<file path="config.mk">
export PLATFORM = sky130hd
export DESIGN_NAME = regfile_rob_multiport_flat
export DESIGN_NICKNAME = d
export VERILOG_FILES = /design/src/rtl/regfile_rob_multiport_pkg.sv /design/src/rtl/regfile_rob_multiport_if.sv /design/src/rtl/regfile_rob_multiport_read_port.sv /design/src/rtl/regfile_rob_multiport.sv /design/src/flat_wrapper.sv
export SDC_FILE = /design/constraint.sdc
export NUM_CORES = 2
export LEC_CHECK = 0
export CORE_ASPECT_RATIO = 0.75
export CORE_MARGIN = 5
export CORE_UTILIZATION = 38
export DETAILED_ROUTE_END_ITERATION = 12
export DONT_BUFFER_PORTS = 1
export SETUP_SLACK_MARGIN = 0.3
export SLEW_MARGIN = 15
export SYNTH_ARGS = -nofsm -noshare
export SYNTH_HDL_FRONTEND = slang
export SYNTH_SLANG_ARGS = --single-unit
</file>
<file path="constraint.sdc">
create_clock -name clk -period 4.1 [get_ports clk]
set_input_delay 0 -clock clk [delete_from_list [all_inputs] [get_ports clk]]
set_output_delay 0 -clock clk [all_outputs]
set_load 0.05 [all_outputs]
</file>
<file path="src/rtl/regfile_rob_multiport_pkg.sv">
// Shared types for the architectural register file with ROB rename status.
// Register 0 and indices beyond NUM_REGS are never stored, renamed or read back.
package rob_pkg;

  localparam int ROB_Entry_WIDTH = 5;
  localparam int DATA_WIDTH      = 32;
  localparam int NUM_REGS        = 32;
  localparam int REG_IDX_W       = (NUM_REGS > 1) ? $clog2(NUM_REGS) : 1;

  typedef logic [ROB_Entry_WIDTH-1:0] rob_tag_t;
  typedef logic [REG_IDX_W-1:0]       reg_idx_t;
  typedef logic [DATA_WIDTH-1:0]      data_t;

  typedef struct packed {
    logic     busy;
    rob_tag_t tag;
  } reg_status_t;

  // True for registers that hold state: non-zero and inside the file.
  function automatic logic reg_live(input reg_idx_t idx);
    return (idx != '0) && ({1'b0, idx} < (REG_IDX_W+1)'(NUM_REGS));
  endfunction

endpackage

</file>
<file path="src/rtl/regfile_rob_multiport_if.sv">
// Commit, rename, flush and read-port bundle between the core and the register file.
// The master side is the core; the slave side is the register file.
interface regfile_rob_multiport_if
  import rob_pkg::*;
#(
  parameter int NUM_COMMIT = 2,
  parameter int NUM_RD     = 4
) ();

  logic     [NUM_COMMIT-1:0] CM_Wen;
  rob_tag_t [NUM_COMMIT-1:0] CM_ROBEN;
  reg_idx_t [NUM_COMMIT-1:0] CM_DRindex;
  data_t    [NUM_COMMIT-1:0] CM_Data;

  logic     IQ_Wen;
  reg_idx_t IQ_DRindex;
  rob_tag_t IQ_ROBEN;

  logic     Flush;

  reg_idx_t [NUM_RD-1:0] RP_index;
  data_t    [NUM_RD-1:0] RP_Data;
  logic     [NUM_RD-1:0] RP_Busy;
  rob_tag_t [NUM_RD-1:0] RP_ROBEN;

  modport master (
    output CM_Wen, CM_ROBEN, CM_DRindex, CM_Data,
    output IQ_Wen, IQ_DRindex, IQ_ROBEN, Flush, RP_index,
    input  RP_Data, RP_Busy, RP_ROBEN
  );

  modport slave (
    input  CM_Wen, CM_ROBEN, CM_DRindex, CM_Data,
    input  IQ_Wen, IQ_DRindex, IQ_ROBEN, Flush, RP_index,
    output RP_Data, RP_Busy, RP_ROBEN
  );

endinterface

</file>
<file path="src/rtl/regfile_rob_multiport_read_port.sv">
// One combinational read port with same-cycle commit bypass.
// Same-cycle renames are deliberately not visible: the reader is older.
module regfile_read_port
  import rob_pkg::*;
#(
  parameter int NUM_COMMIT = 2
) (
  input  reg_idx_t                  idx,
  input  data_t       [NUM_REGS-1:0] rf_val,
  input  reg_status_t [NUM_REGS-1:0] rf_st,
  input  logic     [NUM_COMMIT-1:0] cm_wen,
  input  rob_tag_t [NUM_COMMIT-1:0] cm_roben,
  input  reg_idx_t [NUM_COMMIT-1:0] cm_idx,
  input  data_t    [NUM_COMMIT-1:0] cm_data,
  output data_t                     rd_data,
  output logic                      rd_busy,
  output rob_tag_t                  rd_tag
);

  reg_status_t cur;
  logic        clr;

  always_comb begin
    rd_data = '0;
    rd_busy = 1'b0;
    rd_tag  = '0;
    cur     = '0;
    clr     = 1'b0;
    if (reg_live(idx)) begin
      cur     = rf_st[idx];
      rd_data = rf_val[idx];
      // Ascending scan so the youngest (highest) commit port supplies the data.
      for (int p = 0; p < NUM_COMMIT; p++) begin
        if (cm_wen[p] && cm_idx[p] == idx) begin
          rd_data = cm_data[p];
          if (cur.busy && cm_roben[p] == cur.tag) clr = 1'b1;
        end
      end
      rd_busy = cur.busy && !clr;
      rd_tag  = clr ? '0 : cur.tag;
    end
  end

endmodule

</file>
<file path="src/rtl/regfile_rob_multiport.sv">
// Architectural register file holding committed values plus busy/tag rename status.
// In-order commit writes, one rename per cycle, flush, and NUM_RD bypassed read ports.
module regfile_rob_multiport
  import rob_pkg::*;
#(
  parameter int NUM_COMMIT = 2,
  parameter int NUM_RD     = 4
) (
  input logic                  clk,
  input logic                  rst,
  regfile_rob_multiport_if.slave bus
);

  data_t       [NUM_REGS-1:0] val, val_nxt;
  reg_status_t [NUM_REGS-1:0] st,  st_nxt;

  always_comb begin
    val_nxt = val;
    st_nxt  = st;
    // Commit data is unconditional; a tag mismatch means a younger rename is pending.
    for (int p = 0; p < NUM_COMMIT; p++) begin
      if (bus.CM_Wen[p] && reg_live(bus.CM_DRindex[p])) begin
        val_nxt[bus.CM_DRindex[p]] = bus.CM_Data[p];
        if (st[bus.CM_DRindex[p]].busy &&
            st[bus.CM_DRindex[p]].tag == bus.CM_ROBEN[p])
          st_nxt[bus.CM_DRindex[p]] = '0;
      end
    end
    // Flush wipes all rename state and swallows the same-cycle rename.
    if (bus.Flush) begin
      st_nxt = '0;
    end else if (bus.IQ_Wen && reg_live(bus.IQ_DRindex)) begin
      st_nxt[bus.IQ_DRindex] = '{busy: 1'b1, tag: bus.IQ_ROBEN};
    end
  end

  always_ff @(posedge clk or negedge rst) begin
    if (!rst) begin
      val <= '0;
      st  <= '0;
    end else begin
      val <= val_nxt;
      st  <= st_nxt;
    end
  end

  for (genvar g = 0; g < NUM_RD; g++) begin : g_rd
    regfile_read_port #(
      .NUM_COMMIT (NUM_COMMIT)
    ) u_rd (
      .idx      (bus.RP_index[g]),
      .rf_val   (val),
      .rf_st    (st),
      .cm_wen   (bus.CM_Wen),
      .cm_roben (bus.CM_ROBEN),
      .cm_idx   (bus.CM_DRindex),
      .cm_data  (bus.CM_Data),
      .rd_data  (bus.RP_Data[g]),
      .rd_busy  (bus.RP_Busy[g]),
      .rd_tag   (bus.RP_ROBEN[g])
    );
  end

endmodule

</file>
<file path="src/flat_wrapper.sv">
// flat-port wrapper written by rule: the top's interface ports become plain ports
module regfile_rob_multiport_flat import rob_pkg::*;
#(
  parameter int NUM_COMMIT = 2,
  parameter int NUM_RD     = 4
)
  (clk, rst, bus_CM_Wen, bus_CM_ROBEN, bus_CM_DRindex, bus_CM_Data, bus_IQ_Wen, bus_IQ_DRindex, bus_IQ_ROBEN, bus_Flush, bus_RP_index, bus_RP_Data, bus_RP_Busy, bus_RP_ROBEN);
  regfile_rob_multiport_if #(.NUM_COMMIT(NUM_COMMIT), .NUM_RD(NUM_RD)) bus_i ();
  input logic clk;
  input logic rst;
  input wire logic [$bits(bus_i.CM_Wen)-1:0] bus_CM_Wen;
  input wire logic [$bits(bus_i.CM_ROBEN)-1:0] bus_CM_ROBEN;
  input wire logic [$bits(bus_i.CM_DRindex)-1:0] bus_CM_DRindex;
  input wire logic [$bits(bus_i.CM_Data)-1:0] bus_CM_Data;
  input wire logic [$bits(bus_i.IQ_Wen)-1:0] bus_IQ_Wen;
  input wire logic [$bits(bus_i.IQ_DRindex)-1:0] bus_IQ_DRindex;
  input wire logic [$bits(bus_i.IQ_ROBEN)-1:0] bus_IQ_ROBEN;
  input wire logic [$bits(bus_i.Flush)-1:0] bus_Flush;
  input wire logic [$bits(bus_i.RP_index)-1:0] bus_RP_index;
  output wire logic [$bits(bus_i.RP_Data)-1:0] bus_RP_Data;
  output wire logic [$bits(bus_i.RP_Busy)-1:0] bus_RP_Busy;
  output wire logic [$bits(bus_i.RP_ROBEN)-1:0] bus_RP_ROBEN;
  assign bus_i.CM_Wen = bus_CM_Wen;
  assign bus_i.CM_ROBEN = bus_CM_ROBEN;
  assign bus_i.CM_DRindex = bus_CM_DRindex;
  assign bus_i.CM_Data = bus_CM_Data;
  assign bus_i.IQ_Wen = bus_IQ_Wen;
  assign bus_i.IQ_DRindex = bus_IQ_DRindex;
  assign bus_i.IQ_ROBEN = bus_IQ_ROBEN;
  assign bus_i.Flush = bus_Flush;
  assign bus_i.RP_index = bus_RP_index;
  assign bus_RP_Data = bus_i.RP_Data;
  assign bus_RP_Busy = bus_i.RP_Busy;
  assign bus_RP_ROBEN = bus_i.RP_ROBEN;
  regfile_rob_multiport #(.NUM_COMMIT(NUM_COMMIT), .NUM_RD(NUM_RD)) u_core (.clk(clk), .rst(rst), .bus(bus_i));
endmodule
</file>
==> impl_metrics.csv <==
group,metric,value,unit
floorplanning,core_area,263000,µm²
synth,synth_top_family_by_area,"multiplexers",
synth,synth-edff-count,0,
layout,multi_input_area,65400,µm²
synth,synth_xor_area_share,0.612,%
global_routing,gr-usage-all-layers,35.2,%
layout,final_area,113000,µm²
synth,synth.area.mux_share,44.4,%
clocking,cts-root-buf,"clkbuf_16",
worst_setup_path,ff2ff_path_depth,9,
global_routing,grt_pass1_wl,689000,µm
placement,port_buffers,0,
sta,fmax,247,MHz
synth,async_flop_share,100,%
drt,antenna_left,0,
pwr,p_per_area,436,nW/µm²
placement,dp_hpwl,273000,µm
floorplanning,initial_utilization,38.1,%
layout,area_growth,13.0,%
pwr,peakVddDrop,0.269,mV
sta,max-slew-margin-rel,-20.3,%
drt,first_pass_iters,9,
synth,synth.net_count,9117,
synth,yosys_warnings,0,
worst_setup_path,regToRegEndpoint,"u_core.st[57]",
floorplanning,fp.dieW,603,µm
layout,instances_no_fill,12277,
drt,wire_per_inst,40.8,µm
clocking,cts.path.max_buffers,4,
pwr,p_leak,47.1,nW
synth,synth_area_per_cell,11.1,µm²
floorplanning,ios,272,
layout,seq_area,30500,µm²
global_routing,grt_antenna_before_repair,25,
global_routing,grt_start_max_net_pins,308,
drt,vias,90517,
synth,synth_compound_area_share,11.5,%
sta,finalCritPeriodShare,98.9,%
sta,report.final.setup_viol,0,
hold_path,worstHoldStart,"bus_CM_ROBEN[7]",
synth,synth_cell_types,64,
sta,min_period,4.05,ns
clocking,htreeDepth,4,
worst_setup_path,reg2reg_from,"u_core.st[114]",
outcome,violations,"max-slew violations",
clocking,cts_tree,"done",
clocking,clk_pin_slew,0.07,ns
floorplanning,die_h,455,µm
hold_path,min_to,"u_core.st[155]",
worst_setup_path,startpoint_type,"input port",
sta,worst_slew_pin_slew,1.80,ns
synth,ys_ff_latch,1216,
synth,ys_top_cells_by_count,"1,461 x mux4_2, 1,216 x dfrtp_1, 1,147 x mux2i_1",
sta,hold_violations,0,
synth,synthTopCellsByArea,"mux4_2 33%, dfrtp_1 30%, mux2i_1 11%, nand2_1 3.0%, a21oi_1 3.0%",
layout,nets,8803,
synth,syn-instance-count,8997,
pwr,finalPower,0.0493,W
sta,rsz0062_at_grt,"true",
outcome,outcome,"finished, violations left",
worst_setup_path,end_kind,"output pin",
layout,fillers,24151,
synth,yosysSeqAreaShare,30.4,%
clocking,cts_buffers,151,
worst_setup_path,r2r_slack,0.36,ns
synth,yosysMostFrequentCell,"mux4_2",
synth,syn_area,100000,µm²
hold_path,hold_class,"input port to flop",
clocking,worstSkewPairLatency,0.84,ns
synth,synth_ff_type,"dfrtp_1",
drt,viasPerCell,7.37,
run,cap_violations,0,
sta,slew_viol_final,374,
worst_setup_path,critPathRequiredTime,4.10,ns
sta,finClkSkew,0.0557,ns
worst_setup_path,critical_path_class,"input port to output pin",
worst_setup_path,cp_max_fo,291,
placement,dpl.cell_count,11618,
placement,gp_congestion,1.01,
synth,yosys.area_share.adder,0,%
worst_setup_path,arrival,4.05,ns
drt,drc,0,
clocking,clock_sinks,1216,
synth,synth_top_area_share,32.9,%
global_routing,grt_pass1_vias,86095,
layout,layout-drive-gt1-share,27.1,%
sta,tns,0,ns
floorplanning,die_area,274000,µm²
synth,post-synth-top-area-cell,"mux4_2",
floorplanning,fp-row-count,163,
hold_path,hold_depth,5,
global_routing,grt.overflow.total,0,
drt,routed_wl,501000,µm
sta,hold_ws,0.0851,ns
synth,synth-simple-area-share,7.88,%
drt,initialDrtViolationCount,17367,
placement,place_area,103000,µm²
==> flip-flops by register name, summed over array words and instances (netlist names) <==
name	cells
u_core.val	1024
u_core.st	192
==> stage by stage <==
step                      setup slack [ns]  util [%]
after global routing                 0.115      43.1
after floorplan                      0.585         -
after detailed placement             0.526      39.4
after global placement               0.551      39.4
final                               0.0465      43.1
after CTS                            0.210      42.8
==> repair_timing <==
item,4_1_cts,5_1_grt
hold buffers,319,5
setup endpoints to repair,22,105
gates cloned,0,4
hold endpoints to repair,2213,117
buffers inserted,19,25
resized for setup,41,43
pin swaps,4,10
==> metal layers <==
layer | GRT usage (%) | part of all wire [%] | vias up
met3 | 15.8 | 16 | 2089
met5 | 0.642 | 0.069 | -
met2 | 48.7 | 41 | 8830
met4 | 23.1 | 8.0 | 18
met1 | 44.4 | 35 | 45336
li1 | - | - | 34244
==> cell type report <==
type / instances / area share (%)
Antenna cell: 25 / 0.0553
Clock inverter: 50 / 0.475
Sequential cell: 1216 / 26.9
Inverter: 151 / 0.503
Multi-Input combinational cell: 6455 / 57.8
Tap cell: 3465 / 3.83
Timing Repair Buffer: 708 / 6.55
Clock buffer: 207 / 3.84
==> kinds of logic after synthesis <==
kind of cell	count (synthesis)
flip-flops	1216
buffers and inverters	1326
XOR/XNOR	70
multiplexers	2612
AO/OA/AOI/OAI	1904
AND/OR/NAND/NOR	1869
==> worst max-delay path, stage by stage <==
cell and delay (ns):
xor2_1 0.41, nor4_1 0.77, nand3_4 0.47, buf_4 0.37, a211oi_1 1.01, a21oi_1 0.09
nor2_1 0.16, buf_4 0.22
==> layout by cell type, fill, tap and decap left out, types with 251 or more instances in the layout <==
cell / n
nor2_1: 739
o21ai_0: 557
nand2_1: 769
mux2i_1: 1141
dlygate4sd3_1: 258
a21oi_1: 591
o22ai_1: 251
buf_4: 331
mux4_2: 1461
dfrtp_1: 1191
==> worst max-delay path by stage <==
stage / from / end / slack, ns / depth (start not counted)
final: bus_RP_index[6] / bus_RP_Data[43] / 0.05 / 8
after global routing: u_core.st[129] / bus_RP_ROBEN[18] / 0.12 / 10
after CTS: u_core.st[129] / bus_RP_ROBEN[18] / 0.21 / 10
after detailed placement: u_core.st[36] / u_core.st[150] / 0.53 / 9
after global placement: u_core.st[36] / u_core.st[150] / 0.55 / 9
after floorplan: bus_RP_index[11] / bus_RP_ROBEN[10] / 0.58 / 9
==> report_power, final <==
| part | internal (W) | switching [W] |
|---|---|---|
| clock network | 0.00792 | 0.00599 |
| logic | 0.00944 | 0.00801 |
| registers | 0.0146 | 0.00334 |
Note: power is estimated with default switching activity, not from simulation.
